### src/rtl/mdu_iter_pkg.sv
// Shared definitions for the iterative multiply/divide unit: funct3 encodings,
// FSM state encoding and iteration-counter sizing.
package mdu_iter_pkg;

  localparam logic [2:0] MduMul    = 3'b000;
  localparam logic [2:0] MduMulh   = 3'b001;
  localparam logic [2:0] MduMulhsu = 3'b010;
  localparam logic [2:0] MduMulhu  = 3'b011;
  localparam logic [2:0] MduDiv    = 3'b100;
  localparam logic [2:0] MduDivu   = 3'b101;
  localparam logic [2:0] MduRem    = 3'b110;
  localparam logic [2:0] MduRemu   = 3'b111;

  typedef enum logic [1:0] {
    StIdle = 2'd0,
    StMul  = 2'd1,
    StDiv  = 2'd2,
    StDone = 2'd3
  } state_e;

  function automatic int unsigned cnt_width(input int unsigned n);
    return $clog2(n) + 1;
  endfunction

endpackage

### src/rtl/mdu_iter_twos_abs.sv
// Two's-complement magnitude and sign extraction for one operand.
module twos_abs #(
  parameter int unsigned N = 32
) (
  input  logic [N-1:0] value,
  input  logic         signed_mode,
  output logic [N-1:0] mag,
  output logic         sgn
);

  always_comb begin
    sgn = signed_mode & value[N-1];
    mag = sgn ? (~value + N'(1)) : value;
  end

endmodule

### src/rtl/mdu_iter.sv
// Iterative RV32M multiply/divide unit: shift-add multiply and restoring divide,
// one bit per cycle, with results shaped for the register-file write port.
module mdu_iter
  import mdu_iter_pkg::*;
#(
  parameter int unsigned N = 32
) (
  input  logic         clk,
  input  logic         rst,
  input  logic         start,
  input  logic [2:0]   op,
  input  logic [N-1:0] rs1_data,
  input  logic [N-1:0] rs2_data,
  input  logic [4:0]   rd_in,
  output logic         busy,
  output logic         done,
  output logic [N-1:0] result,
  output logic [4:0]   rd_out,
  output logic         reg_write
);

  localparam int unsigned CntW = cnt_width(N);

  state_e              state_q, state_d;
  logic [2:0]          op_q, op_d;
  logic [4:0]          rd_q, rd_d, rd_out_q, rd_out_d;
  logic [CntW-1:0]     cnt_q, cnt_d;
  logic [2*N-1:0]      acc_q, acc_d;
  logic [N-1:0]        opb_q, opb_d;
  logic                neg_q, neg_d, rneg_q, rneg_d;
  logic [N-1:0]        result_q, result_d;

  logic                a_signed, b_signed, a_sgn, b_sgn;
  logic [N-1:0]        a_mag, b_mag;
  logic                div_zero, div_ovf;
  logic [N-1:0]        special_res;
  logic [N:0]          mul_sum, div_top, div_diff;
  logic [2*N-1:0]      mul_next, div_next;

  assign a_signed = op inside {MduMulh, MduMulhsu, MduDiv, MduRem};
  assign b_signed = op inside {MduMulh, MduDiv, MduRem};

  twos_abs #(.N(N)) u_abs_a (
    .value       (rs1_data),
    .signed_mode (a_signed),
    .mag         (a_mag),
    .sgn         (a_sgn)
  );

  twos_abs #(.N(N)) u_abs_b (
    .value       (rs2_data),
    .signed_mode (b_signed),
    .mag         (b_mag),
    .sgn         (b_sgn)
  );

  assign div_zero = (rs2_data == '0);
  assign div_ovf  = (op == MduDiv || op == MduRem) && (rs1_data == {1'b1, {(N-1){1'b0}}})
                    && (rs2_data == '1);

  // op[1] separates REM* from DIV* once op[2] is known to be set.
  always_comb begin
    special_res = '0;
    if (div_zero) begin
      special_res = op[1] ? rs1_data : '1;
    end else begin
      special_res = op[1] ? '0 : rs1_data;
    end
  end

  // Shift-add: add multiplicand into the upper half when the multiplier LSB is set.
  assign mul_sum  = {1'b0, acc_q[2*N-1:N]} + (acc_q[0] ? {1'b0, opb_q} : '0);
  assign mul_next = {mul_sum, acc_q[N-1:1]};

  // Restoring divide: upper half is the partial remainder, lower half shifts in quotient bits.
  assign div_top  = {acc_q[2*N-1:N], acc_q[N-1]};
  assign div_diff = div_top - {1'b0, opb_q};
  assign div_next = div_diff[N] ? {div_top[N-1:0], acc_q[N-2:0], 1'b0}
                                : {div_diff[N-1:0], acc_q[N-2:0], 1'b1};

  function automatic logic [N-1:0] fixup(input logic [2*N-1:0] acc, input logic [2:0] fop,
                                         input logic neg, input logic rneg);
    logic [2*N-1:0] prod;
    logic [N-1:0]   quo;
    logic [N-1:0]   rem;
    prod  = neg ? (~acc + (2*N)'(1)) : acc;
    quo   = neg ? (~acc[N-1:0] + N'(1)) : acc[N-1:0];
    rem   = rneg ? (~acc[2*N-1:N] + N'(1)) : acc[2*N-1:N];
    fixup = prod[N-1:0];
    unique case (fop)
      MduMul:                       fixup = prod[N-1:0];
      MduMulh, MduMulhsu, MduMulhu: fixup = prod[2*N-1:N];
      MduDiv, MduDivu:              fixup = quo;
      MduRem, MduRemu:              fixup = rem;
      default:                      fixup = prod[N-1:0];
    endcase
  endfunction

  always_comb begin
    state_d  = state_q;
    op_d     = op_q;
    rd_d     = rd_q;
    rd_out_d = rd_out_q;
    cnt_d    = cnt_q;
    acc_d    = acc_q;
    opb_d    = opb_q;
    neg_d    = neg_q;
    rneg_d   = rneg_q;
    result_d = result_q;
    unique case (state_q)
      StIdle, StDone: begin
        if (state_q == StDone) begin
          state_d = StIdle;
        end
        if (start) begin
          op_d   = op;
          rd_d   = rd_in;
          cnt_d  = '0;
          neg_d  = a_sgn ^ b_sgn;
          rneg_d = a_sgn;
          if (!op[2]) begin
            state_d = StMul;
            acc_d   = {{N{1'b0}}, b_mag};
            opb_d   = a_mag;
          end else if (div_zero || div_ovf) begin
            state_d  = StDone;
            result_d = special_res;
            rd_out_d = rd_in;
          end else begin
            state_d = StDiv;
            acc_d   = {{N{1'b0}}, a_mag};
            opb_d   = b_mag;
          end
        end
      end
      StMul, StDiv: begin
        acc_d = (state_q == StMul) ? mul_next : div_next;
        cnt_d = cnt_q + CntW'(1);
        if (cnt_q == CntW'(N - 1)) begin
          state_d  = StDone;
          result_d = fixup(acc_d, op_q, neg_q, rneg_q);
          rd_out_d = rd_q;
        end
      end
      default: state_d = StIdle;
    endcase
  end

  always_ff @(posedge clk or negedge rst) begin
    if (!rst) begin
      state_q  <= StIdle;
      op_q     <= '0;
      rd_q     <= '0;
      rd_out_q <= '0;
      cnt_q    <= '0;
      acc_q    <= '0;
      opb_q    <= '0;
      neg_q    <= 1'b0;
      rneg_q   <= 1'b0;
      result_q <= '0;
    end else begin
      state_q  <= state_d;
      op_q     <= op_d;
      rd_q     <= rd_d;
      rd_out_q <= rd_out_d;
      cnt_q    <= cnt_d;
      acc_q    <= acc_d;
      opb_q    <= opb_d;
      neg_q    <= neg_d;
      rneg_q   <= rneg_d;
      result_q <= result_d;
    end
  end

  assign busy      = (state_q == StMul) || (state_q == StDiv);
  assign done      = (state_q == StDone);
  assign result    = result_q;
  assign rd_out    = rd_out_q;
  assign reg_write = done && (rd_out_q != 5'd0);

endmodule

### config.mk
export PLATFORM = sky130hd
export DESIGN_NAME = mdu_iter
export DESIGN_NICKNAME = d
export VERILOG_FILES = /design/src/rtl/mdu_iter_pkg.sv /design/src/rtl/mdu_iter_twos_abs.sv /design/src/rtl/mdu_iter.sv
export SDC_FILE = /design/constraint.sdc
export NUM_CORES = 1
export LEC_CHECK = 0
export BUFFER_PORTS_ARGS = -buffer_cell sky130_fd_sc_hd__buf_2
export CAP_MARGIN = 40
export CORE_MARGIN = 4
export CORE_UTILIZATION = 30
export CTS_CLUSTER_SIZE = 10
export DETAILED_ROUTE_END_ITERATION = 6
export SYNTH_ARGS = -nofsm -noshare
export SYNTH_HDL_FRONTEND = slang
export SYNTH_HIERARCHICAL = 1
export SYNTH_SLANG_ARGS = --single-unit
### constraint.sdc
create_clock -name clk -period 5.7 [get_ports clk]
set_clock_uncertainty 0.1 [all_clocks]
set_input_delay 1.425 -clock clk [delete_from_list [all_inputs] [get_ports clk]]
set_output_delay 1.425 -clock clk [all_outputs]
set_load 0.05 [all_outputs]
## Yosys cells after proc, flatten, opt, wreduce, memory -nomap -nowiden

Cells that the tools add are included.

- Output and inout bits: 40
- Bits in registers: 151
- Input bits: 75

- Add/sub/neg operators: 8
- Bitwise operators: 8
- Multiplexer cells: 36
- Eq/ne operators: 24
- Reductions and logical operators: 22

Operators by type and width:

| cell | number |
|---|---|
| 32-bit 2-to-1 mux | 14 |
| 64-bit 2-to-1 mux | 6 |
| 32-bit by 1-bit adder with 32-bit output (second input constant) | 4 |
| 32-bit inverter | 4 |
| 32-bit one-hot mux with 4 select lines | 1 |
| 64-bit one-hot mux with 2 select lines | 1 |
| 64-bit by 1-bit adder with 64-bit output (second input constant) | 1 |
| 32-bit == test (second input constant) | 2 |
| 64-bit inverter | 1 |
| 32-bit one-hot mux with 2 select lines | 1 |
| 32-bit by 32-bit adder with 33-bit output | 1 |
| 33-bit by 32-bit subtractor with 33-bit output | 1 |
| 32-bit logical NOT | 1 |
| 5-bit 2-to-1 mux | 4 |
| 3-bit == test (second input constant) | 6 |
| 6-bit one-hot mux with 2 select lines | 1 |
| 2-bit inequality test (second input constant) | 5 |
| 5-bit one-hot mux with 2 select lines | 1 |
| 3-bit by 2-bit == test with 1-bit output (second input constant) | 3 |
| 2-bit 2-to-1 mux | 4 |
| 2-bit OR reduction | 4 |
| 6-bit by 1-bit adder with 6-bit output (second input constant) | 1 |
| 3-bit by 1-bit == test with 1-bit output (second input constant) | 2 |
| 6-bit by 5-bit == test with 1-bit output (second input constant) | 1 |
| other kinds (19) | 28 |

## Longest topological paths before layout

- Word-level depth: 9
- Mapped depth: 25
- Depth with buffers taken out: 24

## Modules after synthesis

The synthesis kept the hierarchy.

Modules (own cells, without submodules):

| module | times used | seq. area each (µm²) | cells an instance | area an instance (µm²) |
|---|---|---|---|---|
| mdu_iter | 1 | 3778.6 | 2127 | 16320.7 |
| twos_abs | 2 | 0.0 | 106 | 706.9 |

## Least setup slack after synthesis

OpenSTA, ideal clock, no wires.

- Path type: flip-flop to flip-flop
- Start: register acc_q[31]
- End: register result_q[12] (netlist: result[12])
- Stages on the path, launching flop included: 25
- Path buffers: 2
- Data required time: 5474 ps
- Data arrival time: 5082 ps
- Slack: 392 ps
- Path through: dfrtp_1 -> inv_1 -> ha_1 -> inv_1 -> fa_1 -> a211oi_2 -> o211a_1 -> nor4b_4 -> o21a_4 -> o21ai_2 -> buf_2 -> buf_2 -> a22oi_1 -> ha_1 -> o21ai_0 -> nor4_1 -> nand2_1 -> or2_2 -> nor2_1 -> o211ai_1 -> o31ai_1 -> xor2_1 -> a22oi_1 -> o21ai_0 -> a221o_1

- Longest elaborated chain between the ends: 9
- Elaborated cells between the ends (all ways): 15
- Classes of those cells: add/sub: 4; mux: 8; bitwise: 3

Ends and longest elaborated chain:

| what | RTL line | RTL |
|---|---|---|
| start: declaration | mdu_iter.sv:28 | `logic [2*N-1:0] acc_q, acc_d;` |
| start signal: assignment | mdu_iter.sv:156 | `acc_q <= '0;` |
| start signal: assignment | mdu_iter.sv:167 | `acc_q <= acc_d;` |
| 33-bit by 32-bit subtractor with 33-bit output | mdu_iter.sv:77 | `assign div_diff = div_top - {1'b0, opb_q};` |
| 64-bit 2-to-1 mux | mdu_iter.sv:78 | `assign div_next = div_diff[N] ? {div_top[N-1:0], acc_q[N-2:0], 1'b0}` |
| 64-bit 2-to-1 mux (*) | mdu_iter.sv:137 | `acc_d = (state_q == StMul) ? mul_next : div_next;` |
| 64-bit inverter (tied with other cells) | mdu_iter.sv:86 | `prod = neg ? (~acc + (2*N)'(1)) : acc;` |
| 64-bit by 1-bit adder with 64-bit output (tied with other cells) | mdu_iter.sv:86 |  |
| 64-bit 2-to-1 mux (tied with other cells) | mdu_iter.sv:86 |  |
| 32-bit one-hot mux with 4 select lines (*) | mdu_iter.sv:90 | `unique case (fop)` |
| 32-bit 2-to-1 mux (*) | mdu_iter.sv:139 | `if (cnt_q == CntW'(N - 1)) begin` |
| 32-bit one-hot mux with 2 select lines (*) | mdu_iter.sv:110 | `unique case (state_q)` |
| end signal: assignment | mdu_iter.sv:171 | `result_q <= result_d;` |
| end: declaration | mdu_iter.sv:31 | `logic [N-1:0] result_q, result_d;` |

Mark *: on every way between the ends. The rest lies on a longest branch, timed or not. The select of a mux whose other input is x is not followed.
A chain may end at the register's enable or synchronous reset.

## Worst setup path in the final report

- Start: register acc_q[31]
- End: register result_q[28] (netlist: result[28])

Same word-level chain as after synthesis.

==> results.json <==
{
  "status": "finished, final reports clean",
  "totalWireLength_um": 78700,
  "dr.pass1.iters": 5,
  "hp-start": "result[1]",
  "cts_tree": "yes",
  "synth_ff_type": "dfrtp_1",
  "seq_area_frac_synth": 0.213,
  "layout-drive-gt1-share": 0.147,
  "cts_root_buffer": "clkbuf_16",
  "hp-class": "reg2reg",
  "vias": 19786,
  "reg2reg_depth": 22,
  "cts_htree_levels": 4,
  "initial_utilization": 0.305,
  "vias_per_cell": 6.12,
  "grt_first_pass_wirelength_um": 118000,
  "fmax_mhz": 179,
  "worstPathArrival_ps": 5830,
  "critPathKind": "reg2reg",
  "yosys.area.top_type": "dfrtp_1",
  "fillers": 6185,
  "rows": 88,
  "syn_inst": 2339,
  "overflow": 0,
  "r2r-end": "result[28]",
  "die_y_um": 251,
  "ys_top_cells_by_area": "dfrtp_1, mux2i_1, a21oi_1",
  "ios": 115,
  "ys_types": 109,
  "min_path_cells": 2,
  "syn_area_um2": 17700,
  "cp.required_ps": 5940,
  "path_clk_slew_ps": 70,
  "drt-initial-drc-count": 2236,
  "post-route-util": 0.349,
  "grt_pass1_vias": 18523,
  "whs_ps": 385,
  "postSynthAreaPerCell_um2": 7.58,
  "core_um2": 58100,
  "gp_congestion": 1.01,
  "numCtsBuffers": 17,
  "setup_violations": 0,
  "seqCellArea_um2": 3780,
  "crit_fanout": 13,
  "gr-usage-all-layers": 0.239,
  "grt_max_degree": 85,
  "synthArstFlopShare": 1.00,
  "clock-sinks": 151,
  "route.detailed.drc": 0,
  "worstReg2RegStart": "acc_q[31]",
  "hpwl_um": 61400,
  "yosys_register_bits": 151,
  "routedWlPerCell_um": 24.3,
  "fp.dieW_um": 251,
  "ys.warnings.count": 6,
  "fp.dieArea_um2": 63100,
  "cp-start-kind": "flip-flop",
  "post-route-period-util": 0.980,
  "final_nets": 2601,
  "antenna_found_initial": 4,
  "syn_to_final_growth_pct": 14.4,
  "r2r_setup_slack_ps": 110,
  "maxCapViolations": 0,
  "cts_buffer_depth": 2,
  "clk_latency_ps": 470,
  "slew_headroom": 0.355,
  "syn_nets": 2487,
  "hold_end": "result[1]",
  "postRouteAntennaNets": 0,
  "io_buffer_count": 114,
  "cp-end-kind": "flip-flop",
  "worst_slew_pin_slew_ps": 940,
  "setup_tns_ps": 0,
  "fin_crit_ps": 5590,
  "multi_input_comb_area_um2": 13200,
  "synth-edff-count": 0,
  "synth_top_area_share": 0.213,
  "finalMaxSlewViolations": 0,
  "hold_violations": 0
}
[sequential cells by signal, indices dropped and copies added (netlist names)]
register	cells
acc_q	64
cnt_q	6
neg_q	1
op_q	3
opb_q	32
rd_out	5
rd_q	5
result	32
rneg_q	1
state_q	2
[per-layer routing]
metal	global-route usage	routed length, µm
met3	0.0479	6650
met5	0	27
met4	0.0781	2620
met2	0.386	35700
met1	0.323	33700
[stage by stage]
step / instances / cell area, µm² / setup WS [ps]
floorplan: 2339 / 17700 / 392
global placement: 3189 / 19600 / -212
detailed placement: 3193 / 19600 / -150
CTS: 3225 / 20200 / 56.2
global route: 3231 / 20300 / -54.5
finish: 3233 / 20300 / 115
[critical path, cell delays in order (launching register included)]
cell      delay (ps)
dfrtp_1          380
inv_1             60
ha_1             170
inv_1             60
fa_2             390
a211oi_2         240
o211a_1          270
nor4b_4           90
buf_4            170
o21ai_4          270
nand3_4          220
and4_1           270
or3_1            490
inv_2            190
ha_2             260
o21ai_0          180
a211o_1          330
nor4_4           270
buf_4            180
nand2_1           90
o41a_1           360
mux2i_2          300
a21oi_1          120
[area by class of cell]
type,count,share of cell area
inverters,86,0.0159
flip-flops and latches,151,0.186
multi-input cells,1967,0.649
well taps,765,0.0472
clock inverters,14,0.00697
diodes,2,0.000247
repair buffers,230,0.0728
clock buffers,18,0.0212
[cell families after synthesis]
group	count (synthesis)	share of synthesized area
compound gates	789	0.293
xor+xnor	155	0.0765
fa+ha+maj	97	0.0659
buf+inv	221	0.0502
flops	151	0.213
mux	123	0.0708
simple gates	803	0.230
[synth_stat cells (all sizes together), types with 40 or more instances]
cell and n:
o211ai 45, mux2i 107, dfrtp 151, inv 81, nor2 206, nand2 228
nor3 71, and2 46, clkbuf 90, xnor2 72, xor2 83, nand4 40
ha 71, o21ai 203, nor4 40, a21oi 199, buf 45
[worst max-delay path by stage]
stage | endpoint | slack, ps | start | depth (start not counted)
floorplan | result[12] | 390 | acc_q[31] | 24
global placement | result[28] | -210 | acc_q[31] | 20
detailed placement | result[28] | -150 | acc_q[31] | 20
CTS | result[27] | 60 | acc_q[0] | 17
global route | result[28] | -50 | acc_q[31] | 22
finish | result[28] | 110 | acc_q[31] | 22
[cell usage in the layout (no fill, tap or decap), drive strengths merged, types with 24 or more instances in the layout]
| cell | count |
|---|---|
| dfrtp | 151 |
| a211oi | 27 |
| a31oi | 34 |
| nor3 | 71 |
| nand4 | 40 |
| nor4 | 40 |
| nor2 | 206 |
| mux2i | 107 |
| ha | 71 |
| maj3 | 24 |
| xnor2 | 72 |
| nand2 | 228 |
| o31ai | 35 |
| nand3 | 38 |
| xor2 | 83 |
| inv | 87 |
| and2 | 46 |
| a21o | 31 |
| o22ai | 35 |
| o21ai | 203 |
| a21oi | 199 |
| buf | 230 |
| o211ai | 45 |
[what timing repair did]
item                                    4_1_cts  5_1_grt
hold endpoints to repair                      0        0
endpoints found under the setup margin        2       16
pin swaps                                     0        4
setup buffers                                 0        6
hold buffers                                  0        0
gates resized for setup                       3       15
gates cloned                                  0        0
Power is not shown: default switching activity piles up to over one toggle a cycle in this logic, so the estimate is an artifact.
